===== src/rtl/fetch_prefetch_queue.sv =====
// fetch_prefetch_queue: sequential instruction prefetcher for the decode stage.
// Issues one word read per cycle to program memory (fixed 1-cycle latency),
// buffers returned words together with the PC they were fetched from in a
// small FIFO, and hands them to decode over a valid/ready handshake.
// A redirect flushes buffered and in-flight words and restarts at a new PC.
module fetch_prefetch_queue #(
    parameter int unsigned DEPTH    = 4,
    parameter logic [31:0] RESET_PC = 32'h0000_0000,
    parameter int unsigned PC_STEP  = 4
) (
    input  logic                     clk,
    input  logic                     rst_n,
    input  logic                     halt,
    input  logic                     redirect,
    input  logic [31:0]              redirect_pc,
    output logic                     mem_req,
    output logic [31:0]              mem_addr,
    input  logic [31:0]              mem_rdata,
    output logic                     ins_valid,
    output logic [31:0]              ins_data,
    output logic [31:0]              ins_pc,
    input  logic                     ins_ready,
    output logic [$clog2(DEPTH):0]   count
);

    localparam int unsigned AW = $clog2(DEPTH);
    localparam int unsigned CW = AW + 1;

    typedef enum logic [1:0] {
        ST_FETCH  = 2'd0,
        ST_FULL   = 2'd1,
        ST_HALTED = 2'd2
    } state_e;

    state_e          state_q, state_d;
    logic [31:0]     fetch_pc_q, fetch_pc_d;
    logic [31:0]     rsp_pc_q, rsp_pc_d;
    logic            inflight_q, inflight_d;
    logic            stale_q, stale_d;
    logic [CW-1:0]   count_q, count_d;
    logic [AW-1:0]   rd_ptr_q, rd_ptr_d;
    logic [AW-1:0]   wr_ptr_q, wr_ptr_d;
    logic [31:0]     data_q [DEPTH];
    logic [31:0]     data_d [DEPTH];
    logic [31:0]     pc_q   [DEPTH];
    logic [31:0]     pc_d   [DEPTH];

    logic [CW-1:0]   occupancy;
    logic            issue;
    logic            push;
    logic            pop;

    // Issue a read only when a FIFO slot is guaranteed for its response.
    always_comb begin
        occupancy = count_q + CW'(inflight_q);
        issue     = rst_n && (state_q != ST_FULL) && !halt && !redirect
                    && (occupancy < CW'(DEPTH));
    end

    // Next-state for fetch PC, response tracking, FIFO storage and state.
    always_comb begin
        push       = inflight_q && !stale_q && !redirect;
        pop        = (count_q != '0) && ins_ready;
        fetch_pc_d = fetch_pc_q;
        rsp_pc_d   = rsp_pc_q;
        inflight_d = 1'b0;
        stale_d    = 1'b0;
        count_d    = count_q;
        rd_ptr_d   = rd_ptr_q;
        wr_ptr_d   = wr_ptr_q;
        for (int i = 0; i < DEPTH; i++) begin
            data_d[i] = data_q[i];
            pc_d[i]   = pc_q[i];
        end

        if (redirect) begin
            // Flush: the head popped this cycle is already consumed, and any
            // response landing now belongs to the abandoned stream.
            count_d    = '0;
            rd_ptr_d   = '0;
            wr_ptr_d   = '0;
            fetch_pc_d = {redirect_pc[31:2], 2'b00};
            stale_d    = inflight_q;
        end else begin
            if (push) begin
                data_d[wr_ptr_q] = mem_rdata;
                pc_d[wr_ptr_q]   = rsp_pc_q;
                wr_ptr_d         = wr_ptr_q + AW'(1);
            end
            if (pop) begin
                rd_ptr_d = rd_ptr_q + AW'(1);
            end
            count_d    = count_q + CW'(push) - CW'(pop);
            inflight_d = issue;
            if (issue) begin
                fetch_pc_d = fetch_pc_q + 32'(PC_STEP);
                rsp_pc_d   = fetch_pc_q;
            end
        end

        if (halt) begin
            state_d = ST_HALTED;
        end else if ((count_d + CW'(inflight_d)) == CW'(DEPTH)) begin
            state_d = ST_FULL;
        end else begin
            state_d = ST_FETCH;
        end
    end

    // State registers; reset drops every buffered and in-flight word.
    always_ff @(posedge clk or negedge rst_n) begin
        if (!rst_n) begin
            state_q    <= ST_FETCH;
            fetch_pc_q <= RESET_PC;
            rsp_pc_q   <= '0;
            inflight_q <= 1'b0;
            stale_q    <= 1'b0;
            count_q    <= '0;
            rd_ptr_q   <= '0;
            wr_ptr_q   <= '0;
            for (int i = 0; i < DEPTH; i++) begin
                data_q[i] <= '0;
                pc_q[i]   <= '0;
            end
        end else begin
            state_q    <= state_d;
            fetch_pc_q <= fetch_pc_d;
            rsp_pc_q   <= rsp_pc_d;
            inflight_q <= inflight_d;
            stale_q    <= stale_d;
            count_q    <= count_d;
            rd_ptr_q   <= rd_ptr_d;
            wr_ptr_q   <= wr_ptr_d;
            for (int i = 0; i < DEPTH; i++) begin
                data_q[i] <= data_d[i];
                pc_q[i]   <= pc_d[i];
            end
        end
    end

    assign mem_req   = issue;
    assign mem_addr  = fetch_pc_q;
    assign ins_valid = (count_q != '0);
    assign ins_data  = data_q[rd_ptr_q];
    assign ins_pc    = pc_q[rd_ptr_q];
    assign count     = count_q;

endmodule


===== config.mk =====
export PLATFORM = sky130hd
export DESIGN_NAME = fetch_prefetch_queue
export DESIGN_NICKNAME = d
export VERILOG_FILES = /design/src/rtl/fetch_prefetch_queue.sv
export SDC_FILE = /design/constraint.sdc
export NUM_CORES = 1
export LEC_CHECK = 0
export CAP_MARGIN = 20
export CELL_PAD_IN_SITES_DETAIL_PLACEMENT = 0
export CELL_PAD_IN_SITES_GLOBAL_PLACEMENT = 1
export CORE_ASPECT_RATIO = 0.7
export CORE_MARGIN = 2
export CORE_UTILIZATION = 40
export CTS_CLUSTER_SIZE = 28
export DETAILED_ROUTE_END_ITERATION = 7
export GPL_ROUTABILITY_DRIVEN = 0
export PLACE_DENSITY_LB_ADDON = 0.1
export SLEW_MARGIN = 20
export SYNTH_ARGS = -nofsm -noshare
export SYNTH_HDL_FRONTEND = slang
export SYNTH_SLANG_ARGS = --single-unit

===== constraint.sdc =====
create_clock -name clk -period 3 [get_ports clk]
set_input_delay 0.75 -clock clk [delete_from_list [all_inputs] [get_ports clk]]
set_output_delay 0.75 -clock clk [all_outputs]
set_load 0.005 [all_outputs]

==> impl_metrics.toml, run 1 <==
[critical_path]
critPathMaxStageDelay_ps = 500
rrSetupSlack_ps = 320
cp-start-kind = "register"
critPathKind = "register to primary output"
critPathCaptureType = "primary output"
cp_top_family = "buffers and inverters"
cp.depth = 5
path_max_fanout = 8
reg2reg_from = "count[1]$_DFF_PN0_"
crit_buf_inv = 4
crit_chain = "buf_12 -> clkbuf_16 -> buf_4 -> mux4_2 -> dlygate4sd2_1"
critPathSlowestCell = "dfrtp_4"
timing.rr.end = "state_q[0]$_DFF_PN0_"
crit_required_ps = 2250
ff2ff_path_depth = 10
cp.arrival_ps = 2220

[logic_synthesis]
ys_seq_elements = 319
ys_top_cells_by_area = "dfrtp_1 56%, mux2_2 20%, mux4_2 9.8%"
synth_cells = 1001
async_reset_ff_share_pct = 100
yosysMostFrequentCell = "dfrtp_1"
yosysTopAreaCell = "dfrtp_1"
netlist_area_sq_um = 14300
yosys-top-cells-count = "319 x dfrtp_1, 248 x mux2_2, 94 x nand2_1"
synth_seq_area_share_pct = 55.8
synth_edf_count = 0
synth_cell_type_count = 62
synth_area_per_cell_sq_um = 14.3
netlist.area_leader.share_pct = 55.8
ys_warn_count = 0
synth_ff_type = "dfrtp_1"

[clocking]
clk_latency_ps = 510
cts_tree = "built"
htree_num_levels = 2
ctsLongestPathBuffers = 3
cts_root_buffer = "clkbuf_16"
clock_sinks = 319
cts_hold_buffers = 0
numCtsBuffers = 34
clk_pin_slew_worst_paths_ps = 60

[die]
initial_core_util_pct = 40.9
core_sq_um = 34900
ios = 170
rows = 57
fp.dieW_um = 230
die_h_um = 162
dieArea_sq_um = 37300

[global_routing]
grt_max_degree = 152
grt_pass1_wl_um = 55500
grt.overflow.total = 0
grtUsageTotal_pct = 19.0
antenna_found_initial = 0
grt_pass1_vias = 9540

[placed_design]
numPortBuffers = 163
place_hpwl_um = 22400
pre_cts_ws_ps = -192

[pwr]
p_leak_uw = 0.00868
irDropWorstVdd_uv = 362
p_seq_share_pct = 41.4
p_sw_uw = 3950
clockPowerShare_pct = 29.0
p_int_uw = 10100
powerDensity_nw_per_um2 = 773
combPwrFrac_pct = 29.7
switching_share_pct = 28.0

[drt]
drt_first_pass_iters = 5
ant_nets = 0
wl_um = 35200
vias = 8927
drc = 0
wl_per_cell_um = 20.7
initialDrtViolationCount = 557
viasPerCell = 5.24

[outcome]
run_status = "complete, no violations"

[sta]
setup_viol = 0
finalCritPeriodShare_pct = 98.9
slew_headroom_pct = 48.1
worst_slack_ps = 32.2
rsz0062_at_grt = "yes"
maxSlewViolCount = 0
fmax_ghz = 0.337
tightest_slew_ps = 779
skew_ps = 10.5
period_minus_slack_ps = 2970
hold_violations = 0

[run]
maxCapViolCount = 0

[final_layout]
syn_to_final_growth_pct = 27.4
fillers = 3030
nets = 1289
final_util_pct = 52.1
layout-drive-gt1-share_pct = 36.5
antennaDiodeCount = 0

[worst_hold_path]
hp-class = "primary input to async pin"
[power by group through the flow]
stage	clock [uW]	combinational [uW]	sequential, uW
2_1_floorplan	0	2140	5610
3_3_place_gp	0	4020	5890
3_5_place_dp	0	4060	5900
4_1_cts	4230	3880	5830
5_1_grt	4420	4560	5960
6_report	4080	4180	5830
[sequential cells by signal, indices dropped and copies added (netlist names)]
name        flops
rsp_pc_q       30
inflight_q      1
stale_q         1
pc_q          120
state_q         2
wr_ptr_q        2
rd_ptr_q        2
data_q        128
count           3
mem_addr       30
[cell usage in the layout (no fill, tap or decap), drive strengths merged, types with 6 or more instances in the layout]
cell type | Yosys | routed
clkdlybuf4s50 | 0 | 99
o21ai | 25 | 25
clkdlybuf4s15 | 0 | 14
a22oi | 6 | 6
buf | 43 | 69
nand2 | 95 | 95
ha | 9 | 9
dfrtp | 319 | 319
and2 | 7 | 7
xnor2 | 6 | 6
clkbuf | 22 | 57
nand3 | 26 | 26
nand4 | 10 | 10
dlymetal6s2s | 0 | 28
nor4 | 7 | 7
a21oi | 11 | 11
inv | 21 | 21
mux4 | 62 | 62
dlygate4sd2 | 0 | 20
or3 | 6 | 6
nor3 | 9 | 9
nor2 | 12 | 12
mux2 | 248 | 248
[metal layers]
| metal | routed length, um | part of all wire (%) | vias to the layer above | GRT usage, % |
|---|---|---|---|---|
| li1 | - | - | 4093 | - |
| met1 | 17300 | 49 | 4655 | 27.9 |
| met2 | 16200 | 46 | 140 | 29.7 |
| met3 | 1200 | 3.4 | 39 | 3.11 |
| met4 | 535 | 1.5 | 0 | 4.55 |
| met5 | 0 | 0 | - | 0 |
[kinds of logic after synthesis]
group,synth area share (%)
other,0.0262
DFF,55.8
adders and majority gates,0.927
muxes,29.6
AOI/OAI and AO/OA,3.48
and+or+nand+nor,6.74
xor gates and xnor gates,0.490
buffers and inverters,2.97
[per-stage QoR]
| stage | hold slack [ps] | instance area (sq um) | setup TNS [ps] | total power (uW) | instances |
|---|---|---|---|---|---|
| 4_1_cts | 357 | 17800 | -625 | 13900 | 1676 |
| 6_report | 321 | 18200 | 0 | 14100 | 1703 |
| 2_1_floorplan | 454 | 14300 | 0 | 7750 | 1004 |
| 5_1_grt | 371 | 18200 | -23.3 | 14900 | 1703 |
| 3_5_place_dp | 490 | 16800 | -287 | 9960 | 1619 |
| 3_3_place_gp | 484 | 16800 | -242 | 9920 | 1619 |
[timing repair]
action,4_1_cts,5_1_grt
endpoints found under the setup margin,55,28
buffers inserted,0,23
gates cloned,0,4
pin swaps,1,0
resized for setup,35,47
[final cells by class]
class                      count  area (sq um)  area share (%)
tap                          472           591            3.24
inverter                      21          78.8           0.433
clock buffer                  52          1010            5.55
multi-input combinational    599          5920            32.5
timing repair buffer         235          2580            14.2
sequential                   319          7990            43.8
clock inverter                 5          53.8           0.295
[worst max path at each step]
stage	from	endpoint	slack (ps)
floorplan	redirect	state_q[0]$_DFF_PN0_	250
global placement	redirect	state_q[0]$_DFF_PN0_	-160
detailed placement	redirect	state_q[0]$_DFF_PN0_	-190
CTS	rd_ptr_q[0]$_DFFE_PN0P_	ins_pc[24]	-70
global route	rd_ptr_q[0]$_DFFE_PN0P_	ins_pc[7]	-20
finish	rd_ptr_q[0]$_DFFE_PN0P_	ins_pc[7]	30
No activity file was read; power rests on OpenSTA's default activity.
==> inputs of run 2 (changes only) <==
CAP_MARGIN = unset   (was 20)
==> results of run 2 <==
Final layout, timing and power as in run 1 (identical DEF).
